==> config.mk <==
export PLATFORM = sky130hd
export DESIGN_NAME = spi_master_reader_flat
export DESIGN_NICKNAME = d
export VERILOG_FILES = /design/src/rtl/spi_master_reader_if.sv /design/src/rtl/spi_master_reader.sv /design/src/flat_wrapper.sv
export SDC_FILE = /design/constraint.sdc
export NUM_CORES = 1
export LEC_CHECK = 0
export ABC_AREA = 1
export BUFFER_PORTS_ARGS = -buffer_cell sky130_fd_sc_hd__buf_4
export CORE_MARGIN = 2
export CORE_UTILIZATION = 55
export CTS_CLUSTER_SIZE = 20
export DETAILED_ROUTE_END_ITERATION = 10
export PLACE_DENSITY = 0.76
export SLEW_MARGIN = 20
export SYNTH_ARGS = -nofsm -noshare
export SYNTH_HDL_FRONTEND = slang
export SYNTH_SLANG_ARGS = --single-unit
==> constraint.sdc <==
create_clock -name clk -period 2 [get_ports clk]
set_input_delay 0.1 -clock clk [delete_from_list [all_inputs] [get_ports clk]]
set_output_delay 0.1 -clock clk [all_outputs]
set_load 0.02 [all_outputs]
==> src/rtl/spi_master_reader_if.sv <==
// Control and SPI pin bundle for the SPI read master.
// The master modport is the controller's view; slave is the opposite side
// (local control logic driving start/rd_addr plus the SPI slave driving MISO).
interface spi_master_reader_if #(
    parameter int ADDR_SIZE = 6,
    parameter int DATA_SIZE = 24
);
    logic                 start;
    logic [ADDR_SIZE-1:0] rd_addr;
    logic                 busy;
    logic                 done;
    logic [DATA_SIZE-1:0] rd_data;
    logic                 last_addr_flag;
    logic                 spi_clk;
    logic                 spi_mosi;
    logic                 spi_miso;
    logic                 spi_cs;

    modport master (
        input  start, rd_addr, spi_miso,
        output busy, done, rd_data, last_addr_flag, spi_clk, spi_mosi, spi_cs
    );

    modport slave (
        output start, rd_addr, spi_miso,
        input  busy, done, rd_data, last_addr_flag, spi_clk, spi_mosi, spi_cs
    );
endinterface

==> src/rtl/spi_master_reader.sv <==
// SPI mode-0 read master: sends {1,0,addr} MSB first, waits a turnaround
// gap, clocks in DATA_SIZE bits and returns them little-endian by byte.
// All SPI pins are registered so an async reset forces them idle at once.
module spi_master_reader #(
    parameter int CLK_DIV   = 4,
    parameter int ADDR_SIZE = 6,
    parameter int DATA_SIZE = 24,
    parameter int CS_SETUP  = 2,
    parameter int GAP_CLKS  = 8,
    parameter int CS_HOLD   = 2
) (
    input  logic                  clk,
    input  logic                  reset_n,
    spi_master_reader_if.master   bus
);

    localparam int BW   = $clog2(DATA_SIZE) + 1;
    localparam int M1   = (CLK_DIV  > CS_SETUP) ? CLK_DIV  : CS_SETUP;
    localparam int M2   = (GAP_CLKS > CS_HOLD)  ? GAP_CLKS : CS_HOLD;
    localparam int MAXC = (M1 > M2) ? M1 : M2;
    localparam int CW   = $clog2(MAXC + 1);
    localparam int NB   = DATA_SIZE / 8;

    localparam logic [2:0] S_IDLE  = 3'd0;
    localparam logic [2:0] S_SETUP = 3'd1;
    localparam logic [2:0] S_CMD   = 3'd2;
    localparam logic [2:0] S_GAP   = 3'd3;
    localparam logic [2:0] S_DATA  = 3'd4;
    localparam logic [2:0] S_HOLD  = 3'd5;

    logic [2:0]           state;
    logic [CW-1:0]        cnt;
    logic [BW-1:0]        bit_cnt;
    logic [ADDR_SIZE-1:0] addr_q;
    logic [7:0]           cmd_byte;
    logic [7:0]           cmd_sr;
    logic [DATA_SIZE-1:0] rx_sr;
    logic [DATA_SIZE-1:0] rx_swapped;
    logic                 half_tick;

    assign cmd_byte  = {2'b10, 6'(addr_q)};
    assign half_tick = (cnt == CW'(CLK_DIV - 1));

    // First received byte lands in the low byte of rd_data.
    always_comb begin
        rx_swapped = '0;
        for (int i = 0; i < NB; i++)
            rx_swapped[8*i +: 8] = rx_sr[DATA_SIZE-8-8*i +: 8];
    end

    // Frame sequencer: drives SCLK/CS/MOSI, shifts MISO, reports the result.
    always_ff @(posedge clk or negedge reset_n) begin
        if (!reset_n) begin
            state              <= S_IDLE;
            cnt                <= '0;
            bit_cnt            <= '0;
            addr_q             <= '0;
            cmd_sr             <= '0;
            rx_sr              <= '0;
            bus.spi_cs         <= 1'b1;
            bus.spi_clk        <= 1'b0;
            bus.spi_mosi       <= 1'b0;
            bus.busy           <= 1'b0;
            bus.done           <= 1'b0;
            bus.rd_data        <= '0;
            bus.last_addr_flag <= 1'b0;
        end else begin
            bus.done <= 1'b0;
            case (state)
                S_IDLE: begin
                    if (bus.start) begin
                        addr_q             <= bus.rd_addr;
                        bus.last_addr_flag <= 1'b0;
                        bus.spi_cs         <= 1'b0;
                        bus.busy           <= 1'b1;
                        cnt                <= '0;
                        bit_cnt            <= '0;
                        state              <= S_SETUP;
                    end
                end
                S_SETUP: begin
                    if (cnt == CW'(CS_SETUP - 1)) begin
                        cnt          <= '0;
                        bus.spi_mosi <= cmd_byte[7];
                        cmd_sr       <= {cmd_byte[6:0], 1'b0};
                        state        <= S_CMD;
                    end else begin
                        cnt <= cnt + CW'(1);
                    end
                end
                S_CMD: begin
                    if (half_tick) begin
                        cnt         <= '0;
                        bus.spi_clk <= ~bus.spi_clk;
                        // MOSI only moves on the falling SCLK edge
                        if (bus.spi_clk) begin
                            if (bit_cnt == BW'(7)) begin
                                bit_cnt      <= '0;
                                bus.spi_mosi <= 1'b0;
                                state        <= S_GAP;
                            end else begin
                                bit_cnt      <= bit_cnt + BW'(1);
                                bus.spi_mosi <= cmd_sr[7];
                                cmd_sr       <= {cmd_sr[6:0], 1'b0};
                            end
                        end
                    end else begin
                        cnt <= cnt + CW'(1);
                    end
                end
                S_GAP: begin
                    if (cnt == CW'(GAP_CLKS - 1)) begin
                        cnt   <= '0;
                        state <= S_DATA;
                    end else begin
                        cnt <= cnt + CW'(1);
                    end
                end
                S_DATA: begin
                    if (half_tick) begin
                        cnt         <= '0;
                        bus.spi_clk <= ~bus.spi_clk;
                        // sample on the edge that raises SCLK
                        if (!bus.spi_clk) begin
                            rx_sr <= {rx_sr[DATA_SIZE-2:0], bus.spi_miso};
                        end else if (bit_cnt == BW'(DATA_SIZE - 1)) begin
                            bit_cnt <= '0;
                            state   <= S_HOLD;
                        end else begin
                            bit_cnt <= bit_cnt + BW'(1);
                        end
                    end else begin
                        cnt <= cnt + CW'(1);
                    end
                end
                S_HOLD: begin
                    if (cnt == CW'(CS_HOLD - 1)) begin
                        cnt                <= '0;
                        bus.spi_cs         <= 1'b1;
                        bus.busy           <= 1'b0;
                        bus.done           <= 1'b1;
                        bus.rd_data        <= rx_swapped;
                        bus.last_addr_flag <= (addr_q == {ADDR_SIZE{1'b1}});
                        state              <= S_IDLE;
                    end else begin
                        cnt <= cnt + CW'(1);
                    end
                end
                default: state <= S_IDLE;
            endcase
        end
    end

endmodule

==> src/flat_wrapper.sv <==
// flat-port wrapper written by rule: the top's interface ports become plain ports
module spi_master_reader_flat 
#(
    parameter int CLK_DIV   = 4,
    parameter int ADDR_SIZE = 6,
    parameter int DATA_SIZE = 24,
    parameter int CS_SETUP  = 2,
    parameter int GAP_CLKS  = 8,
    parameter int CS_HOLD   = 2
)
  (clk, reset_n, bus_start, bus_rd_addr, bus_spi_miso, bus_busy, bus_done, bus_rd_data, bus_last_addr_flag, bus_spi_clk, bus_spi_mosi, bus_spi_cs);
  spi_master_reader_if #(.ADDR_SIZE(ADDR_SIZE), .DATA_SIZE(DATA_SIZE)) bus_i ();
  input  logic clk;
  input  logic reset_n;
  input wire logic [$bits(bus_i.start)-1:0] bus_start;
  input wire logic [$bits(bus_i.rd_addr)-1:0] bus_rd_addr;
  input wire logic [$bits(bus_i.spi_miso)-1:0] bus_spi_miso;
  output wire logic [$bits(bus_i.busy)-1:0] bus_busy;
  output wire logic [$bits(bus_i.done)-1:0] bus_done;
  output wire logic [$bits(bus_i.rd_data)-1:0] bus_rd_data;
  output wire logic [$bits(bus_i.last_addr_flag)-1:0] bus_last_addr_flag;
  output wire logic [$bits(bus_i.spi_clk)-1:0] bus_spi_clk;
  output wire logic [$bits(bus_i.spi_mosi)-1:0] bus_spi_mosi;
  output wire logic [$bits(bus_i.spi_cs)-1:0] bus_spi_cs;
  assign bus_i.start = bus_start;
  assign bus_i.rd_addr = bus_rd_addr;
  assign bus_i.spi_miso = bus_spi_miso;
  assign bus_busy = bus_i.busy;
  assign bus_done = bus_i.done;
  assign bus_rd_data = bus_i.rd_data;
  assign bus_last_addr_flag = bus_i.last_addr_flag;
  assign bus_spi_clk = bus_i.spi_clk;
  assign bus_spi_mosi = bus_i.spi_mosi;
  assign bus_spi_cs = bus_i.spi_cs;
  spi_master_reader #(.CLK_DIV(CLK_DIV), .ADDR_SIZE(ADDR_SIZE), .DATA_SIZE(DATA_SIZE), .CS_SETUP(CS_SETUP), .GAP_CLKS(GAP_CLKS), .CS_HOLD(CS_HOLD)) u_core (.clk(clk), .reset_n(reset_n), .bus(bus_i));
endmodule
==> impl_metrics.yaml, run 1 <==
detailed_routing:
  wl_per_cell_um: 13.03
  wirelength_mm: 7.087
  vias: 2774
  drc_errors: 0
  antenna_left: 0
  drt_iter0_drc: 159
  dr.pass1.iters: 4
  routed_via_density: 5.099
layout:
  fill_cells: 532
  nets: 475
  diodes: 0
  syn_to_final_growth_pct: 17.82
  multi_input_area_um2: 1353
  final_cells: 544
  final_common_cell: "nand2_1"
  drive_above_1_share_pct: 21.84
  layout_common_cells: "nand2_1 (120), dfrtp_1 (78), inv_1 (47), buf_4 (44), o21ai_0 (40)"
  regArea_um2: 2004
  final_area_um2: 4302
logic_synthesis:
  syn_area_per_cell_um2: 8.883
  syn_area_um2: 3651
  syn_inst: 411
  syn_nets: 424
  ys_seq_area_share_pct: 54.87
  ys_ff_latch: 80
  synthDistinctLibCells: 30
  ys_warn_count: 0
grt:
  grt_pass1_vias: 2726
  grt_util_met1_pct: 27.03
  overflow: 0
  grtUsageTotal_pct: 21.45
  antenna_found_initial: 0
  grt_pass1_wl_mm: 12.41
  use_met2_pct: 36.79
  grt_start_max_net_pins: 50
  met3_usage_pct: 3.988
  grt_busiest_layer: "met2"
placement:
  dpl.hpwl_mm: 4.898
  pre_cts_ws_ns: 0.2034
  dp_cells: 520
  port_buffers: 39
  placed_cell_area_um2: 4008
  gp_congestion: 0.9117
clock_tree:
  clock-root-buffer: "clkbuf_8"
  clock_latency_ns: 0.35
  cts_num_sinks: 80
  clk_path_buf_depth: 2
  cts.reportedPaths.clkPinSlew_ns: 0.09
  cts_tree: "built"
  cts_max_level: 3
  cts_inserted_buffers: 9
power:
  peakVddDrop_v: 0.0009993
  total_power_w: 0.004906
  leakage_nw: 2.195
  power_density_nw_per_um2: 1140
status:
  status: "complete, no violations"
die:
  ios: 40
  fp.coreArea_um2: 6386
  dieWidth_um: 85.48
  start_util_pct: 57.17
  num_rows: 29
  die_area_um2: 7306
  fp.dieH_um: 85.48
critical_path:
  cp-end-kind: "flop"
  r2r_slack_ns: 0.22
  path_class: "reg2reg"
  critPathMaxFanout: 49
  slowest_stage: "inv_2"
  cp_top_family: "buffers and inverters"
  path_cells: "ha_1, nand3_2, nor2_8, inv_2, o21ai_0"
  path_buf_inv: 1
  max_stage_delay_ns: 0.56
  critPathRequiredTime_ns: 2.20
  start_kind: "flop"
  arrival_ns: 1.97
sta:
  final_max_slew_viol_count: 0
  relSlewSlack_pct: 49.09
  finalCritPeriodShare_pct: 88.77
  rsz0062_at_grt: "false"
  tns_ns: 0
  timing.final.crit_period_ns: 1.775
  finalWorstSetupSlack_ns: 0.2246
  hold_violations: 0
  fmax_mhz: 563.2
  clock_skew_ns: 0.008468
  setup_viol: 0
  worst_pin_slew_ns: 0.7625
run:
  cap_violations: 0
hold_path:
  min_path_type: "in2reg"
[routing by layer]
layer,vias to the layer above,part of all wire (%)
li1,1407,-
met1,1317,45
met2,45,51
met3,5,3.7
met4,0,0.92
met5,-,0
[worst reg2reg max path, stage by stage (launching register included)]
cell and delay (ns):
dfrtp_1 0.42, ha_1 0.23, nand3_2 0.17, nor2_8 0.07
inv_2 0.56, o21ai_0 0.19
[cells by family after synthesis]
family          share of synthesized area, %
buf+inv                                8.088
xor+xnor                               1.199
flops                                  54.87
fa+ha+maj                              1.028
compound gates                         11.45
mux                                   0.8225
simple gates                           22.55
[per-stage QoR]
step / util [%] / hold slack (ns)
after CTS: 67.34 / 0.1622
final: 67.36 / 0.1700
after floorplan: - / -0.1956
after global placement: 62.75 / 0.08977
after detailed placement: 62.75 / 0.08507
after global routing: 67.36 / 0.2222
[area by class of cell]
class	count	share of cell area, %
Sequential cell	80	46.60
Multi-Input combinational cell	264	31.44
Timing Repair Buffer	53	10.01
Inverter	54	4.770
Clock buffer	10	3.200
Tap cell	77	2.240
Clock inverter	6	1.745
[Yosys cell counts, drive strengths merged]
| library cell | count | area (um2) |
|---|---|---|
| nand2 | 128 | 515.5 |
| dfrtp | 79 | 1977 |
| o21ai | 65 | 374.1 |
| inv | 54 | 205.2 |
| nand3 | 24 | 140.1 |
| nor2 | 23 | 130.1 |
| buf | 10 | 78.82 |
| nand4 | 6 | 37.54 |
| a21oi | 4 | 23.77 |
| xor2 | 4 | 35.03 |
| clkbuf | 3 | 11.26 |
| ha | 3 | 37.54 |
| mux2i | 3 | 30.03 |
| o22ai | 2 | 12.51 |
| dfstp | 1 | 26.28 |
| o211ai | 1 | 7.510 |
| xnor2 | 1 | 8.760 |
[power by group]
part	leakage (nW)	total (W)	switching (W)	internal [W]
Sequential	1.08	0.00206	0.000206	0.00185
Clock	0.105	0.00125	0.000624	0.000628
Combinational	1.01	0.00159	0.00106	0.000532
Total	2.20	0.00491	0.00189	0.00301
[path summary, 6_finish.rpt]
path                                 start                endpoint  cells after the start
setup reg to reg             u_core.cnt[0]  u_core.bus.rd_data[13]                      5
hold / removal                   bus_start       u_core.bus.spi_cs                      4
setup / recovery             u_core.cnt[0]  u_core.bus.rd_data[13]                      5
max in group asynchronous          reset_n        u_core.rx_sr[15]                      3
min in group asynchronous          reset_n        u_core.addr_q[4]                      2
hold reg to reg            u_core.bus.busy         u_core.bus.busy                      2
[timing repair]
action | 4_1_cts | 5_1_grt
endpoints found under the setup margin | 0 | 1
endpoints found under the hold margin | 40 | 0
setup buffers | 0 | 0
hold buffers | 8 | 0
gates resized for setup | 0 | 2
[sequential cells by signal (all words and copies together), names as in the netlist]
name                       cells
u_core.bus.spi_cs              1
u_core.cmd_sr                  7
u_core.cnt                     4
u_core.state                   3
u_core.bus.spi_mosi            1
u_core.bus.busy                1
u_core.bus.spi_clk             1
u_core.bus.done                1
u_core.bus.last_addr_flag      1
u_core.bit_cnt                 6
u_core.addr_q                  6
u_core.rx_sr                  24
u_core.bus.rd_data            24
Power figures use the tool's default switching activity.
==> inputs of run 2 (changes only) <==
--- a/config.mk
+++ b/config.mk
@@ -8,10 +8,9 @@
 export ABC_AREA = 1
 export BUFFER_PORTS_ARGS = -buffer_cell sky130_fd_sc_hd__buf_4
 export CORE_MARGIN = 2
-export CORE_UTILIZATION = 55
+export CORE_UTILIZATION = 25
 export CTS_CLUSTER_SIZE = 20
 export DETAILED_ROUTE_END_ITERATION = 10
-export PLACE_DENSITY = 0.76
 export SLEW_MARGIN = 20
 export SYNTH_ARGS = -nofsm -noshare
 export SYNTH_HDL_FRONTEND = slang
==> run 2 against run 1 <==
Setup slack worse by 0.018 ns; first-iteration DRC count is 11% lower; sequential power hardly changed.
==> impl_metrics.yaml, run 2 (synthesis gave the netlist of run 1 again) <==
status:
  status: "complete, no violations"
power:
  power_density_nw_per_um2: 1186
  switching_share_pct: 35.54
  p_comb_share_pct: 29.2
  p_seq_share_pct: 38.8
  p_int_w: 0.003459
  p_switching_w: 0.001907
  peakVddDrop_v: 0.0005702
  leakage_nw: 2.230
  clockPowerShare_pct: 32.0
clock_tree:
  cts_max_level: 3
  clock-root-buffer: "clkbuf_16"
  post-cts-setup-buffers: 0
  cts_tree: "built"
  cts_inserted_buffers: 9
  cts.reportedPaths.clkPinSlew_ns: 0.06
  clock_latency_ns: 0.33
  cts_num_sinks: 80
  clk_path_buf_depth: 2
sta:
  clock_skew_ns: 0.006781
  timing.final.crit_period_ns: 1.794
  hold_ws_ns: 0.2635
  final_max_slew_viol_count: 0
  tns_ns: 0
  finalCritPeriodShare_pct: 89.68
  rsz0062_at_grt: "false"
  relSlewSlack_pct: 48.76
  worst_pin_slew_ns: 0.7675
  fmax_mhz: 557.5
  setup_viol: 0
  hold_violations: 0
layout:
  syn_to_final_growth_pct: 23.95
  reg_top3: "u_core.bus.rd_data: 24 flops, u_core.rx_sr: 24 flops, u_core.cmd_sr: 7 flops"
  layout_common_cells: "nand2_1 (120), dfrtp_1 (79), inv_1 (48), o21ai_0 (40), buf_4 (40)"
  utilization_pct: 31.38
  diodes: 0
  drive_above_1_share_pct: 20.78
  nets: 472
  final_common_cell: "nand2_1"
detailed_routing:
  drc_errors: 0
  wl_per_cell_um: 11.72
  wirelength_mm: 7.573
  routed_via_density: 4.255
  drt_iter0_drc: 142
  antenna_left: 0
  vias: 2749
  dr.pass1.iters: 4
grt:
  grt_pass1_wl_mm: 13.30
  grt_start_max_net_pins: 50
  overflow: 0
  antenna_found_initial: 0
  grtUsageTotal_pct: 10.46
  grt_pass1_vias: 2823
placement:
  dpl.hpwl_mm: 5.303
  gp_congestion: 0.8037
  port_buffers: 39
run:
  cap_violations: 0
die:
  dieWidth_um: 124.8
  fp.coreArea_um2: 14420
  die_area_um2: 15590
  ios: 40
  num_rows: 44
  fp.dieH_um: 124.8
  start_util_pct: 25.31
critical_path:
  critPathMaxFanout: 49
  critPathRequiredTime_ns: 2.18
  path_cells: "inv_2, nand2_4, inv_4, nand2_4, nor2_8, inv_2, o21ai_0"
  path_buf_inv: 3
  path_class: "reg2reg"
  cp_top_family: "buffers and inverters"
  start_kind: "flop"
  arrival_ns: 1.97
  cp-end-kind: "flop"
  slowest_stage: "inv_2"
  max_stage_delay_ns: 0.56
hold_path:
  min_path_type: "in2reg"
==> run 2: final timing paths <==
check,to,slack (ns),start,depth (start not counted)
hold reg to reg,u_core.cmd_sr[1],0.48,u_core.cmd_sr[1],2
hold / removal,u_core.bus.busy,0.26,bus_start,3
max in group asynchronous,u_core.rx_sr[4],1.11,reset_n,3
min in group asynchronous,u_core.cmd_sr[2],0.29,reset_n,2
setup reg to reg,u_core.bus.rd_data[13],0.21,u_core.state[1],7
setup / recovery,u_core.bus.rd_data[13],0.21,u_core.state[1],7
==> run 2: cell type report <==
cell class / instances / area [um2]
inverter: 54 / 205.2
clock inverter: 5 / 81.33
tap: 184 / 230.2
sequential: 80 / 2003
multi-input combinational: 264 / 1360
fill: 1510 / 9898
timing repair buffer: 50 / 420.4
clock buffer: 9 / 225.2
==> run 2: worst min-delay path, delay by kind of cell <==
kind                   cells  cell delay, ns
and+or+nand+nor            2            0.35
buffers and inverters      1            0.11
==> run 2: metrics by stage <==
step	std cells	total power [W]	area (um2)	setup slack [ns]
2_1_floorplan	411	0.003279	3651	0.4958
3_3_place_gp	624	0.003622	4136	0.2439
3_5_place_dp	624	0.003677	4136	0.1930
4_1_cts	646	0.005435	4523	0.1880
5_1_grt	646	0.005734	4526	0.005624
6_report	646	0.005366	4526	0.2063
==> run 2: power by group through the flow <==
stage          logic, W  registers (W)  clock network [W]
6_report        0.00157        0.00208            0.00172
5_1_grt         0.00178        0.00211            0.00184
4_1_cts         0.00159        0.00208            0.00177
3_5_place_dp    0.00157        0.00210                  0
3_3_place_gp    0.00152        0.00210                  0
2_1_floorplan   0.00120        0.00208                  0
==> run 2: repair_timing <==
action                                  CTS  global route
hold endpoints to repair                 46             0
hold buffers                              8             0
endpoints found under the setup margin    0             3
gates resized for setup                   0             1
==> run 2: metal layers <==
metal  vias to the layer above  wire, um  global-route usage, %
met2                        47      3618                  17.20
met5                         -         0                      0
met4                         0        80                  2.549
li1                       1393         -                      -
met1                      1298      3533                  13.12
met3                        11       340                  3.823
==> inputs of run 3 (changes only) <==
--- a/config.mk
+++ b/config.mk
@@ -5,12 +5,13 @@
 export SDC_FILE = /design/constraint.sdc
 export NUM_CORES = 1
 export LEC_CHECK = 0
-export ABC_AREA = 1
+export ABC_AREA = 0
 export BUFFER_PORTS_ARGS = -buffer_cell sky130_fd_sc_hd__buf_4
 export CORE_MARGIN = 2
 export CORE_UTILIZATION = 25
 export CTS_CLUSTER_SIZE = 20
 export DETAILED_ROUTE_END_ITERATION = 10
+export RECOVER_POWER = 100
 export SLEW_MARGIN = 20
 export SYNTH_ARGS = -nofsm -noshare
 export SYNTH_HDL_FRONTEND = slang
==> run 3 against run 2 <==
Sequential power is 5% higher; non-clock buffer count is 15 higher; critical path depth decreased by 1; sequential share of layout area grew 0.33 points; count of clock-buffer cells in the layout unchanged; critical path type unchanged; largest power group unchanged.
==> impl_metrics.yaml, run 3 <==
clock_tree:
  cts.reportedPaths.clkPinSlew_ns: 0.06
  clock-root-buffer: "clkbuf_16"
  cts_num_sinks: 80
  cts_inserted_buffers: 9
  clock_latency_ns: 0.33
  clk_path_buf_depth: 2
  cts_tree: "built"
  cts_max_level: 3
die:
  fp.coreArea_um2: 13990
  num_rows: 43
  dieWidth_um: 124.0
  ios: 40
  start_util_pct: 25.73
  fp.dieH_um: 124.0
  die_area_um2: 15370
detailed_routing:
  routed_via_density: 4.482
  wirelength_mm: 6.862
  drt_iter0_drc: 117
  vias: 2295
  dr.pass1.iters: 4
  wl_per_cell_um: 13.40
  drc_errors: 0
  antenna_left: 0
logic_synthesis:
  ys_seq_area_share_pct: 55.65
  synth_edf_count: 0
  synthFlopType: "dfrtp_1"
  ys_async_sr_fraction_pct: 100.0
  ys_warn_count: 0
  synth.area.top_cells: "dfrtp_1 (55%), mux2_2 (14%), mux2_4 (8.3%)"
  syn_area_per_cell_um2: 13.53
  ys_top_cells_by_count: "dfrtp_1 (79), mux2_2 (44), mux2_4 (20)"
  syn_nets: 279
  syn_area_um2: 3600
  synth_top_cell_area_share_pct: 54.92
  synth_most_common_cell: "dfrtp_1"
  synthDistinctLibCells: 52
  synth_top_cell_by_area: "dfrtp_1"
  syn_inst: 266
  ys_ff_latch: 80
critical_path:
  critPathMaxFanout: 12
  cp-end-kind: "flop"
  max_stage_delay_ns: 0.43
  slowest_stage: "dfrtp_1"
  startpoint: "u_core.cnt[0]"
  r2r_cells: 6
  start_kind: "flop"
  cp_top_family: "simple AND/OR/NAND/NOR gates"
  path_buf_inv: 1
  critPathRequiredTime_ns: 2.22
  cp-endpoint: "u_core.rx_sr[5]"
  reg2reg_to: "u_core.rx_sr[5]"
  path_cells: "ha_4, nor3b_4, nand2_2, or3_4, clkbuf_16, mux2_4"
  reg2reg_from: "u_core.cnt[0]"
  arrival_ns: 2.15
  path_class: "reg2reg"
  r2r_slack_ns: 0.06
  cp_num_cells: 6
layout:
  final_common_cell: "dfrtp_1"
  drive_above_1_share_pct: 34.64
  utilization_pct: 32.11
  fill_cells: 1447
  layout_common_cells: "dfrtp_1 (79), mux2_2 (44), clkbuf_1 (34), mux2_4 (20), buf_4 (17)"
  final_cells: 512
  diodes: 0
  reg_top3: "u_core.bus.rd_data: 24 flops, u_core.rx_sr: 24 flops, u_core.cmd_sr: 7 flops"
  syn_to_final_growth_pct: 24.78
  nets: 340
power:
  leakage_nw: 2.106
  peakVddDrop_v: 0.0004710
  power_density_nw_per_um2: 1184
hold_path:
  hold_path_depth: 3
  min_path_type: "in2reg"
grt:
  grt_start_max_net_pins: 47
  overflow: 0
  antenna_found_initial: 0
  grt_pass1_vias: 2251
  grtUsageTotal_pct: 9.358
  grt_pass1_wl_mm: 11.23
sta:
  finalCritPeriodShare_pct: 96.87
  clock_skew_ns: 0.006106
  tns_ns: 0
  setup_viol: 0
  worst_pin_slew_ns: 1.159
  relSlewSlack_pct: 22.73
  hold_violations: 0
  fmax_mhz: 516.1
  hold_ws_ns: 0.1249
  final_max_slew_viol_count: 0
  finalWorstSetupSlack_ns: 0.06254
  timing.final.crit_period_ns: 1.937
placement:
  dp_cells: 485
  dpl.hpwl_mm: 4.725
  gp_congestion: 0.8288
  port_buffers: 39
  pre_cts_ws_ns: 0.06160
run:
  cap_violations: 0
status:
  status: "complete, no violations"
-- run 3: cell count changes after synthesis, moves of 10 or more --
cell / previous run / this run
mux2_2: 0 / 44
nand2_1: 120 / 11
a21oi_1: 3 / 13
o21ai_0: 40 / 10
mux2_4: 0 / 20
o21ai_1: 12 / 0
nand3_1: 20 / 4
inv_1: 48 / 10
o21ai_2: 13 / 0
-- run 3: cells by family (layout without fill, tap and decap cells) --
kind of cell    after synthesis  after routing  share of synthesized area [%]
xor+xnor                      2              2                         0.4867
flops                        80             80                          55.65
compound gates               47             47                          8.864
fa+ha+maj                     3              3                          1.043
mux                          65             65                          22.38
buf+inv                      25             91                          4.206
simple gates                 44             44                          7.369
-- run 3: what timing repair did --
action	4_1_cts	5_1_grt
buffers inserted	0	2
gates resized for setup	0	5
setup endpoints to repair	0	33
hold endpoints to repair	50	1
hold buffers	7	1
-- run 3: layout make-up --
cell class	count	area (um2)	area share (%)
Clock buffer	9	225.2	5.014
Clock inverter	7	100.1	2.228
Inverter	10	37.54	0.8357
Multi-Input combinational cell	161	1476	32.87
Sequential cell	80	2003	44.60
Tap cell	180	225.2	5.014
Timing Repair Buffer	65	424.2	9.443
-- run 3: where the power goes --
part	switching, W	leakage, nW	internal (W)	total (W)
logic	0.000699	0.888	0.000669	0.00137
clock network	0.000664	0.161	0.00111	0.00177
registers	0.000272	1.06	0.00191	0.00218
-- run 3: per-stage QoR --
stage	power [W]	area, um2
after CTS	0.005392	4543
after global placement	0.003531	4148
after detailed placement	0.003585	4148
final	0.005318	4492
after global routing	0.005673	4492
after floorplan	0.003129	3600
-- run 3: worst min path at each step --
stage | startpoint | endpoint
after global routing | bus_start | u_core.state[0]
after floorplan | reset_n | u_core.addr_q[0]
final | bus_start | u_core.state[0]
after CTS | bus_rd_addr[2] | u_core.addr_q[2]
after global placement | reset_n | u_core.bus.rd_data[5]
after detailed placement | reset_n | u_core.bus.rd_data[5]
-- run 3: routing by layer --
layer | GRT usage, % | vias up | part of all wire, %
met5 | 0 | - | 0
met2 | 14.29 | 51 | 46
met3 | 3.434 | 9 | 5.3
met4 | 2.388 | 0 | 1.2
met1 | 12.60 | 1152 | 47
li1 | - | 1083 | -
-- run 3: worst reg2reg max path: stages, from the launching register on --
cell and delay (ns):
dfrtp_1 0.43, ha_4 0.17, nor3b_4 0.25, nand2_2 0.10, or3_4 0.38, clkbuf_16 0.20, mux2_4 0.30
